### src/rtl/controller_hub_pkg.sv
// Shared definitions for the serial game-controller hub: FSM state
// encoding, counter-width helpers and the frame-length formula.
package controller_hub_pkg;

    // Sequencer states; encoding is fixed so state dumps stay readable.
    typedef enum logic [2:0] {
        ST_IDLE     = 3'd0,
        ST_LATCH    = 3'd1,
        ST_CLK_HIGH = 3'd2,
        ST_CLK_LOW  = 3'd3,
        ST_DONE     = 3'd4
    } hub_state_e;

    // Phase counter must reach 2*HALF_PERIOD-1, the longest phase (latch).
    function automatic int phase_cnt_width(input int half_period);
        return $clog2(2 * half_period);
    endfunction

    // Bit counter indexes buttons 0..BUTTONS-1.
    function automatic int bit_cnt_width(input int buttons);
        return (buttons > 1) ? $clog2(buttons) : 1;
    endfunction

    // Cycles from the start_fetch cycle to the frame_valid cycle.
    function automatic int frame_len(input int half_period, input int buttons);
        return 2 * half_period * buttons + 1;
    endfunction

endpackage

### src/rtl/controller_hub_m_channel.sv
// One pad channel: input synchroniser, shift register, committed button
// levels and sticky newly-pressed flags.
module controller_channel_m #(
    parameter int BUTTONS = 8
) (
    input  logic               clk,
    input  logic               rst,
    input  logic               pad_data_n,
    input  logic               sample_strobe,
    input  logic               commit_strobe,
    input  logic               clear,
    output logic [BUTTONS-1:0] buttons,
    output logic [BUTTONS-1:0] pressed
);

    logic               sync1_reg;
    logic               sync2_reg;
    logic [BUTTONS-1:0] shift_reg;
    logic [BUTTONS-1:0] buttons_reg;
    logic [BUTTONS-1:0] pressed_reg;
    logic               pad_bit;
    logic [BUTTONS-1:0] pressed_next;

    // Pad data is asynchronous to our clock and active-low.
    assign pad_bit = ~sync2_reg;

    // Two-flop synchroniser on the raw pad line.
    always_ff @(posedge clk or posedge rst) begin
        if (rst) begin
            sync1_reg <= 1'b0;
            sync2_reg <= 1'b0;
        end else begin
            sync1_reg <= pad_data_n;
            sync2_reg <= sync1_reg;
        end
    end

    // Shift right so that after BUTTONS samples the first bit sits in bit 0.
    always_ff @(posedge clk or posedge rst) begin
        if (rst) begin
            shift_reg <= '0;
        end else if (sample_strobe) begin
            shift_reg <= {pad_bit, shift_reg[BUTTONS-1:1]};
        end
    end

    // On commit a new press wins over a simultaneous clear; otherwise clear wipes.
    always_comb begin
        pressed_next = pressed_reg;
        if (commit_strobe) begin
            pressed_next = (pressed_reg & ~{BUTTONS{clear}}) | (shift_reg & ~buttons_reg);
        end else if (clear) begin
            pressed_next = '0;
        end
    end

    // Committed button levels and sticky press flags.
    always_ff @(posedge clk or posedge rst) begin
        if (rst) begin
            buttons_reg <= '0;
            pressed_reg <= '0;
        end else begin
            if (commit_strobe) begin
                buttons_reg <= shift_reg;
            end
            pressed_reg <= pressed_next;
        end
    end

    assign buttons = buttons_reg;
    assign pressed = pressed_reg;

endmodule

### src/rtl/controller_hub_m.sv
// Controller hub top: latch/clock sequencer shared by all pads, phase and
// bit counters, and registered pad-facing outputs. Per-pad state lives in
// controller_channel_m instances.
module controller_hub_m
    import controller_hub_pkg::*;
#(
    parameter int NUM_CONTROLLERS = 2,
    parameter int BUTTONS         = 8,
    parameter int HALF_PERIOD     = 63
) (
    input  logic                               clk_12_5875,
    input  logic                               rst,
    input  logic                               start_fetch,
    input  logic [NUM_CONTROLLERS-1:0]         clear_pressed,
    input  logic [NUM_CONTROLLERS-1:0]         data_in_B,
    output logic                               controller_latch,
    output logic                               controller_clk,
    output logic                               busy,
    output logic                               frame_valid,
    output logic [NUM_CONTROLLERS*BUTTONS-1:0] buttons_out,
    output logic [NUM_CONTROLLERS*BUTTONS-1:0] pressed_out
);

    localparam int PW = phase_cnt_width(HALF_PERIOD);
    localparam int BW = bit_cnt_width(BUTTONS);

    localparam logic [PW-1:0] LATCH_LAST = PW'(2 * HALF_PERIOD - 1);
    localparam logic [PW-1:0] HALF_LAST  = PW'(HALF_PERIOD - 1);
    localparam logic [BW:0]   LAST_BIT   = (BW + 1)'(BUTTONS - 1);

    hub_state_e    state_reg;
    hub_state_e    state_next;
    logic [PW-1:0] phase_cnt_reg;
    logic [PW-1:0] phase_cnt_next;
    logic [BW-1:0] bit_cnt_reg;
    logic [BW-1:0] bit_cnt_next;
    logic [BW:0]   bit_inc;
    logic          sample_strobe;
    logic          commit_strobe;
    logic          latch_reg;
    logic          clk_out_reg;
    logic          busy_reg;
    logic          frame_valid_reg;

    // Sequencer: latch pulse, then BUTTONS-1 clock pulses, then one commit cycle.
    always_comb begin
        state_next     = state_reg;
        phase_cnt_next = phase_cnt_reg;
        bit_cnt_next   = bit_cnt_reg;
        sample_strobe  = 1'b0;
        commit_strobe  = 1'b0;
        bit_inc        = {1'b0, bit_cnt_reg} + (BW + 1)'(1);
        case (state_reg)
            ST_IDLE: begin
                if (start_fetch) begin
                    state_next     = ST_LATCH;
                    phase_cnt_next = '0;
                    bit_cnt_next   = '0;
                end
            end
            ST_LATCH: begin
                if (phase_cnt_reg == LATCH_LAST) begin
                    sample_strobe  = 1'b1;
                    state_next     = ST_CLK_HIGH;
                    phase_cnt_next = '0;
                end else begin
                    phase_cnt_next = phase_cnt_reg + PW'(1);
                end
            end
            ST_CLK_HIGH: begin
                if (phase_cnt_reg == HALF_LAST) begin
                    state_next     = ST_CLK_LOW;
                    phase_cnt_next = '0;
                end else begin
                    phase_cnt_next = phase_cnt_reg + PW'(1);
                end
            end
            ST_CLK_LOW: begin
                if (phase_cnt_reg == HALF_LAST) begin
                    sample_strobe  = 1'b1;
                    bit_cnt_next   = bit_inc[BW-1:0];
                    phase_cnt_next = '0;
                    state_next     = (bit_inc < LAST_BIT) ? ST_CLK_HIGH : ST_DONE;
                end else begin
                    phase_cnt_next = phase_cnt_reg + PW'(1);
                end
            end
            ST_DONE: begin
                commit_strobe = 1'b1;
                state_next    = ST_IDLE;
            end
            default: begin
                state_next = ST_IDLE;
            end
        endcase
    end

    // State and counters; reset aborts any frame in progress.
    always_ff @(posedge clk_12_5875 or posedge rst) begin
        if (rst) begin
            state_reg     <= ST_IDLE;
            phase_cnt_reg <= '0;
            bit_cnt_reg   <= '0;
        end else begin
            state_reg     <= state_next;
            phase_cnt_reg <= phase_cnt_next;
            bit_cnt_reg   <= bit_cnt_next;
        end
    end

    // Outputs registered from the next state so they are glitch-free and
    // line up exactly with the state they describe.
    always_ff @(posedge clk_12_5875 or posedge rst) begin
        if (rst) begin
            latch_reg       <= 1'b0;
            clk_out_reg     <= 1'b0;
            busy_reg        <= 1'b0;
            frame_valid_reg <= 1'b0;
        end else begin
            latch_reg       <= (state_next == ST_LATCH);
            clk_out_reg     <= (state_next == ST_CLK_HIGH);
            busy_reg        <= (state_next != ST_IDLE);
            frame_valid_reg <= (state_next == ST_DONE);
        end
    end

    assign controller_latch = latch_reg;
    assign controller_clk   = clk_out_reg;
    assign busy             = busy_reg;
    assign frame_valid      = frame_valid_reg;

    genvar gi;
    generate
        for (gi = 0; gi < NUM_CONTROLLERS; gi++) begin : g_channel
            controller_channel_m #(
                .BUTTONS(BUTTONS)
            ) u_channel (
                .clk          (clk_12_5875),
                .rst          (rst),
                .pad_data_n   (data_in_B[gi]),
                .sample_strobe(sample_strobe),
                .commit_strobe(commit_strobe),
                .clear        (clear_pressed[gi]),
                .buttons      (buttons_out[gi*BUTTONS +: BUTTONS]),
                .pressed      (pressed_out[gi*BUTTONS +: BUTTONS])
            );
        end
    endgenerate

endmodule

### config.mk
export PLATFORM = sky130hd
export DESIGN_NAME = controller_hub_m
export DESIGN_NICKNAME = d
export VERILOG_FILES = /design/src/rtl/controller_hub_pkg.sv /design/src/rtl/controller_hub_m_channel.sv /design/src/rtl/controller_hub_m.sv
export SDC_FILE = /design/constraint.sdc
export NUM_CORES = 1
export LEC_CHECK = 0
export CAP_MARGIN = 20
export CELL_PAD_IN_SITES_DETAIL_PLACEMENT = 0
export CELL_PAD_IN_SITES_GLOBAL_PLACEMENT = 2
export CORE_ASPECT_RATIO = 0.7
export CORE_UTILIZATION = 32
export DETAILED_ROUTE_END_ITERATION = 8
export PLACE_DENSITY = 0.74
export SLEW_MARGIN = 20
export SYNTH_ARGS = -nofsm -noshare
export SYNTH_HDL_FRONTEND = slang
export SYNTH_HIERARCHICAL = 1
export SYNTH_SLANG_ARGS = --single-unit
export TNS_END_PERCENT = 100
### constraint.sdc
create_clock -name clk_12_5875 -period 2.1 [get_ports clk_12_5875]
set_clock_uncertainty 0.05 [all_clocks]
set_input_delay 0.42 -clock clk_12_5875 [delete_from_list [all_inputs] [get_ports clk_12_5875]]
set_output_delay 0.42 -clock clk_12_5875 [all_outputs]
set_load 0.02 [all_outputs]
==> results of run 1 <==
metrics by stage:
stage	util (%)	setup WS [ns]	cells
finish	44.1	0.171	428
global route	44.1	0.00826	428
CTS	44.1	0.161	428
detailed placement	40.7	0.136	412
global placement	40.7	0.170	412
floorplan	-	0.344	252
placed cells by master, fill, tap and decap left out, types with 5 or more instances in the layout:
| cell | count |
|---|---|
| dfrtp_1 | 69 |
| inv_1 | 40 |
| nand2_1 | 18 |
| clkdlybuf4s50_1 | 42 |
| mux2_2 | 17 |
| o22ai_1 | 10 |
| a21oi_1 | 5 |
| and3_1 | 7 |
| o21ai_0 | 20 |
| buf_4 | 6 |
| clkbuf_16 | 9 |
path summary, 6_finish.rpt:
| kind | end | slack, ns | cells past startpoint |
|---|---|---|---|
| worst max-delay path | g_channel[1].u_channel/shift_reg[6] | 0.17 | 8 |
| worst min-delay path | g_channel[1].u_channel/sync2_reg | 0.31 | 0 |
| worst max register to register | g_channel[1].u_channel/shift_reg[6] | 0.17 | 8 |
| worst min register to register | g_channel[1].u_channel/sync2_reg | 0.31 | 0 |
| max in group asynchronous | g_channel[1].u_channel/sync1_reg | 1.28 | 3 |
| min in group asynchronous | phase_cnt_reg[6] | 0.44 | 3 |
layout make-up:
cell class	instances	area, um^2	share of cell area, %
inverters	40	150	3.95
clock buffers	11	253	6.66
repair buffers	50	505	13.3
clock inverters	5	35.0	0.923
multi-input cells	133	977	25.7
flip-flops and latches	69	1730	45.5
well taps	120	150	3.95
worst max-delay path, delay by kind of cell (launching register included):
family                     cells  cell delay [ns]
and+or+nand+nor                3             0.44
buffers and inverters          2             0.26
adders and majority gates      1             0.18
DFF                            1             0.43
muxes                          2             0.43
where the power goes:
part	switching (mW)	leakage, nW	internal, mW
Sequential	0.00408	0.910	1.34
Clock	0.560	0.141	0.862
Combinational	0.0368	0.634	0.0183
Total	0.601	1.69	2.22
metal layers:
layer / vias up / part of all wire, % / GRT usage [%]
li1: 977 / - / -
met1: 912 / 54 / 18.6
met2: 34 / 40 / 19.0
met3: 9 / 4.5 / 4.21
met4: 0 / 1.5 / 6.15
met5: - / 0 / 0
logic make-up (layout without fill, tap and decap cells):
family                   count (synthesis)  count (layout)  synth area share [%]
AND/OR/NAND/NOR                         54              54                  10.0
adder cells (fa/ha/maj)                  4               4                  1.72
XOR/XNOR                                 1               1                 0.302
flip-flops                              69              69                  59.5
AO/OA/AOI/OAI                           53              53                  13.2
multiplexers                            21              21                  7.98
buffers and inverters                   50             106                  7.20
==> flow_metrics.tcl, run 1 <==
set metrics [dict create \
    synth_commonest_cells "69 x dfrtp_1, 40 x inv_1, 20 x o21ai_0, 18 x nand2_1, 17 x mux2_2" \
    initial_core_util_pct 33.7 \
    r2r_start "phase_cnt_reg[0]" \
    antenna_cells 0 \
    grt_max_degree 33 \
    cts_resized 0 \
    path_cells "inv_1 > ha_1 > nand2b_1 > nor2_1 > mux2i_1 > nor2_1 > buf_12 > mux2_2" \
    rows 28 \
    hold_viol 0 \
    fin_crit_sh_pct 91.9 \
    fin_crit_ns 1.93 \
    wirelength_um 5470 \
    num_vias 1932 \
    drtAntennaViolNets 0 \
    min_from "g_channel[1].u_channel/sync1_reg" \
    yosysTopAreaCell "dfrtp_1" \
    areaGrowthSynthToFinish_pct 30.9 \
    hpwl_um 3800 \
    cts_tree "yes" \
    cpPeakStageDelay_ns 0.43 \
    vias_per_cell 4.51 \
    vdd_drop_max_v 0.000351 \
    netlist_area_mm2 0.00290 \
    synth.most_common_cell "dfrtp_1" \
    synth_edf_count 0 \
    relSlewSlack_pct 70.0 \
    synth_seq_cells 69 \
    grt.overflow.total 0 \
    route.detailed.drc 0 \
    dr.pass1.iters 4 \
    cts_sinks 69 \
    cp.arrival_ns 2.10 \
    crit_slowest_cell "dfrtp_1" \
    ys_async_sr_fraction_pct 100 \
    worstSetupPathType "reg2reg" \
    cts-root-buf "clkbuf_16" \
    clockBufferDepth 2 \
    cts_setup_buffers 0 \
    synthTopCellsByArea "dfrtp_1 60%, mux2_2 6.6%, inv_1 5.2%" \
    clk_pin_slew_ns 0.06 \
    status "finished clean" \
    maxCapViolCount 0 \
    cts.htree.levels 3 \
    grt_pass1_vias 1935 \
    crit_top_cell "nor2_1" \
    required_ns 2.27 \
    wl_per_cell_um 12.8 \
    cp-startpoint "phase_cnt_reg[0]" \
    startpoint_type "register" \
    syn-instance-count 252 \
    finalNetCount 314 \
    dieHeight_um 81.7 \
    synth.top_cell.area_share_pct 59.5 \
    rsz0062_at_grt "no" \
    synth_ff_type "dfrtp_1" \
    antenna_found_initial 0 \
    fin_area_mm2 0.00380 \
    die_w_um 116 \
    ys_types 41 \
    placed_cell_area_mm2 0.00351 \
    fillerInstances 844 \
    finalMaxSlewViolations 0 \
    finalSetupViolCount 0 \
    yosysSeqAreaShare_pct 59.5 \
    grt_pass1_wl_um 9470 \
    place.port_buffers 42 \
    cts_hold_buf 0 \
    hold-worst-slack_ns 0.306 \
    p_leak_nw 1.69 \
    layout-drive-gt1-share_pct 17.5 \
    gp_congestion 0.803 \
    cp_max_fo 16 \
    synth_warnings 6 \
    syn-num-nets 263 \
    dr.first_iter.drc_count 111 \
    avgSynthCellArea_um2 11.5 \
    dieArea_mm2 0.00946 \
    setup_tns_ns 0 \
    total_power_mw 2.82 \
    grt_util_all_layers_pct 13.4 \
    clk_latency_ns 0.33 \
    fmax_ghz 0.518 \
    hold_class "reg2reg" \
    core_mm2 0.00862 \
    power_per_cell_area_mw_per_mm2 742 \
    end_kind "register" \
    io_pins 43 \
    tightest_slew_ns 0.450 \
    cts_made_buffers 9 \
]
Power figures use the tool's default switching activity.
==> inputs of run 2 (changes only) <==
- CORE_UTILIZATION: 32 -> 31
- SLEW_MARGIN: 20 -> not set
- SYNTH_HIERARCHICAL: 1 -> not set
==> run 2 against run 1 <==
Effect of this change:
- synthesized cell count rose by 6.7%
- flip-flop and latch count did not move
- largest cell class unchanged
- sequential share of layout area barely moved
- combinational power rose to 8.4 times the previous value
- highest routed layer unchanged
- clock-buffer cell count fell by 1
- routed wire length rose by 2.7%
- core utilization barely moved
==> flow_metrics.tcl, run 2 <==
set metrics [dict create \
    status "finished clean" \
    synth.most_common_cell "dfrtp_1" \
    grt.overflow.total 0 \
    synth_warnings 0 \
    crit_slowest_cell "clkdlybuf4s50_1" \
    synthTopCellsByArea "dfrtp_1 61%, o21ai_0 5.9%, inv_1 5.2%" \
    synth.top_cell.area_share_pct 61.4 \
    cts_sinks 69 \
    route.detailed.drc 0 \
    power_per_cell_area_mw_per_mm2 996 \
    clk_latency_ns 0.32 \
    maxCapViolCount 0 \
    setup_tns_ns 0 \
    synth_seq_cells 69 \
    cp.arrival_ns 1.33 \
    cts_setup_buffers 0 \
    place.port_buffers 42 \
    drtAntennaViolNets 0 \
    hold_viol 0 \
    gp_congestion 0.714 \
    dieHeight_um 81.7 \
    hpwl_um 3850 \
    cts_hold_buf 0 \
    wirelength_um 5620 \
    antenna_cells 0 \
    tightest_slew_ns 0.521 \
    dr.first_iter.drc_count 107 \
    avgSynthCellArea_um2 10.5 \
    hold-worst-slack_ns 0.306 \
    syn-instance-count 269 \
    rows 28 \
    end_kind "output pin" \
    grt_util_all_layers_pct 13.4 \
    worstSetupPathType "reg2out" \
    hold_class "reg2reg" \
    cp_top_family "buffers and inverters" \
    rsz0062_at_grt "no" \
    cts.htree.levels 3 \
    synth_edf_count 0 \
    io_pins 43 \
    clk_pin_slew_ns 0.05 \
    cp_max_fo 3 \
    finalMaxSlewViolations 0 \
    finalNetCount 328 \
    wl_per_cell_um 12.7 \
    layout-drive-gt1-share_pct 9.01 \
    antenna_found_initial 0 \
    cpPeakStageDelay_ns 0.62 \
    grt_max_degree 49 \
    grt_pass1_wl_um 9550 \
    finalSetupViolCount 0 \
    areaGrowthSynthToFinish_pct 34.9 \
    clockBufferDepth 2 \
    fin_crit_ns 1.80 \
    synth_ff_type "dfrtp_1" \
    num_vias 1944 \
    path_cells "clkdlybuf4s50_1" \
    dr.pass1.iters 4 \
    seqCellArea_mm2 0.00173 \
    syn-num-nets 280 \
    startpoint_type "register" \
    relSlewSlack_pct 65.3 \
    cts_resized 0 \
    cts_tree "yes" \
    required_ns 1.63 \
    cts-root-buf "clkbuf_16" \
    yosysTopAreaCell "dfrtp_1" \
    die_w_um 116 \
    initial_core_util_pct 32.6 \
    ys_async_sr_fraction_pct 100 \
    ys_types 30 \
    fillerInstances 814 \
    vdd_drop_max_v 0.000349 \
    fmax_ghz 0.556 \
    core_mm2 0.00862 \
    p_leak_nw 1.59 \
    fin_crit_sh_pct 85.6 \
    cts_made_buffers 9 \
    yosysSeqAreaShare_pct 61.4 \
    vias_per_cell 4.40 \
    synth_commonest_cells "69 x dfrtp_1, 39 x inv_1, 39 x nand2_1, 33 x o21ai_0, 18 x nor2_1" \
    netlist_area_mm2 0.00281 \
    crit_buf_inv 1 \
    mostFrequentLayoutCells "69 x dfrtp_1, 42 x clkdlybuf4s50_1, 39 x nand2_1, 38 x inv_1, 33 x o21ai_0" \
    dieArea_mm2 0.00946 \
    grt_pass1_vias 1886 \
    final_common_cell "dfrtp_1" \
    multi_input_area_um2 896 \
]
-- run 2: cell count changes in the layout (fill, tap and decap cells not counted), sizes merged, moves of 12 or more --
cell | previous run | this run
mux2 | 17 | 0
nand2 | 20 | 39
nor2 | 3 | 18
o21ai | 21 | 33
o22ai | 14 | 1
o32ai | 1 | 16
-- run 2: worst paths after layout --
path,to,startpoint,slack [ns],depth (start not counted)
setup / recovery,buttons_out[3],g_channel[0].u_channel.buttons[3],0.30,1
hold / removal,g_channel[0].u_channel.sync2_reg,g_channel[0].u_channel.sync1_reg,0.31,0
setup reg to reg,bit_cnt_reg[2],phase_cnt_reg[0],0.38,7
hold reg to reg,g_channel[0].u_channel.sync2_reg,g_channel[0].u_channel.sync1_reg,0.31,0
max in group asynchronous,busy,rst,1.20,3
min in group asynchronous,controller_latch,rst,0.34,2
-- run 2: logic make-up after synthesis --
logic type	after synthesis	synth area share, %
flip-flops	69	61.4
AO/OA/AOI/OAI	62	15.3
buffers and inverters	52	7.03
multiplexers	2	0.712
AND/OR/NAND/NOR	75	12.2
adder cells (fa/ha/maj)	4	1.78
XOR/XNOR	5	1.56
-- run 2: where the power goes --
part	internal [mW]	switching (mW)
Clock	1.16	0.550
Combinational	0.227	0.239
Sequential	1.44	0.159
Total	2.83	0.947
-- run 2: area by class of cell --
| cell class | count | share of cell area [%] |
|---|---|---|
| multi-input cells | 148 | 23.6 |
| clock buffers | 10 | 6.04 |
| well taps | 120 | 3.96 |
| flip-flops and latches | 69 | 45.5 |
| inverters | 39 | 3.96 |
| repair buffers | 50 | 14.0 |
| clock inverters | 6 | 2.94 |
-- run 2: stage by stage --
step                      power, mW  std cells  area [um^2]  setup WS [ns]  util (%)
final                          3.78        442         3790          0.302      44.0
after floorplan                1.95        269         2820          0.495         -
after detailed placement       2.10        426         3450          0.188      40.1
after CTS                      3.83        442         3790          0.280      44.0
after global placement         2.10        426         3450          0.209      40.1
after global routing           3.96        442         3790          0.218      44.0
-- run 2: layer usage --
metal | GRT usage (%) | vias up | share of wire, %
li1 | - | 984 | -
met1 | 19.5 | 921 | 54
met2 | 18.4 | 37 | 40
met3 | 5.02 | 2 | 5.1
met4 | 3.46 | 0 | 0.48
met5 | 0 | - | 0
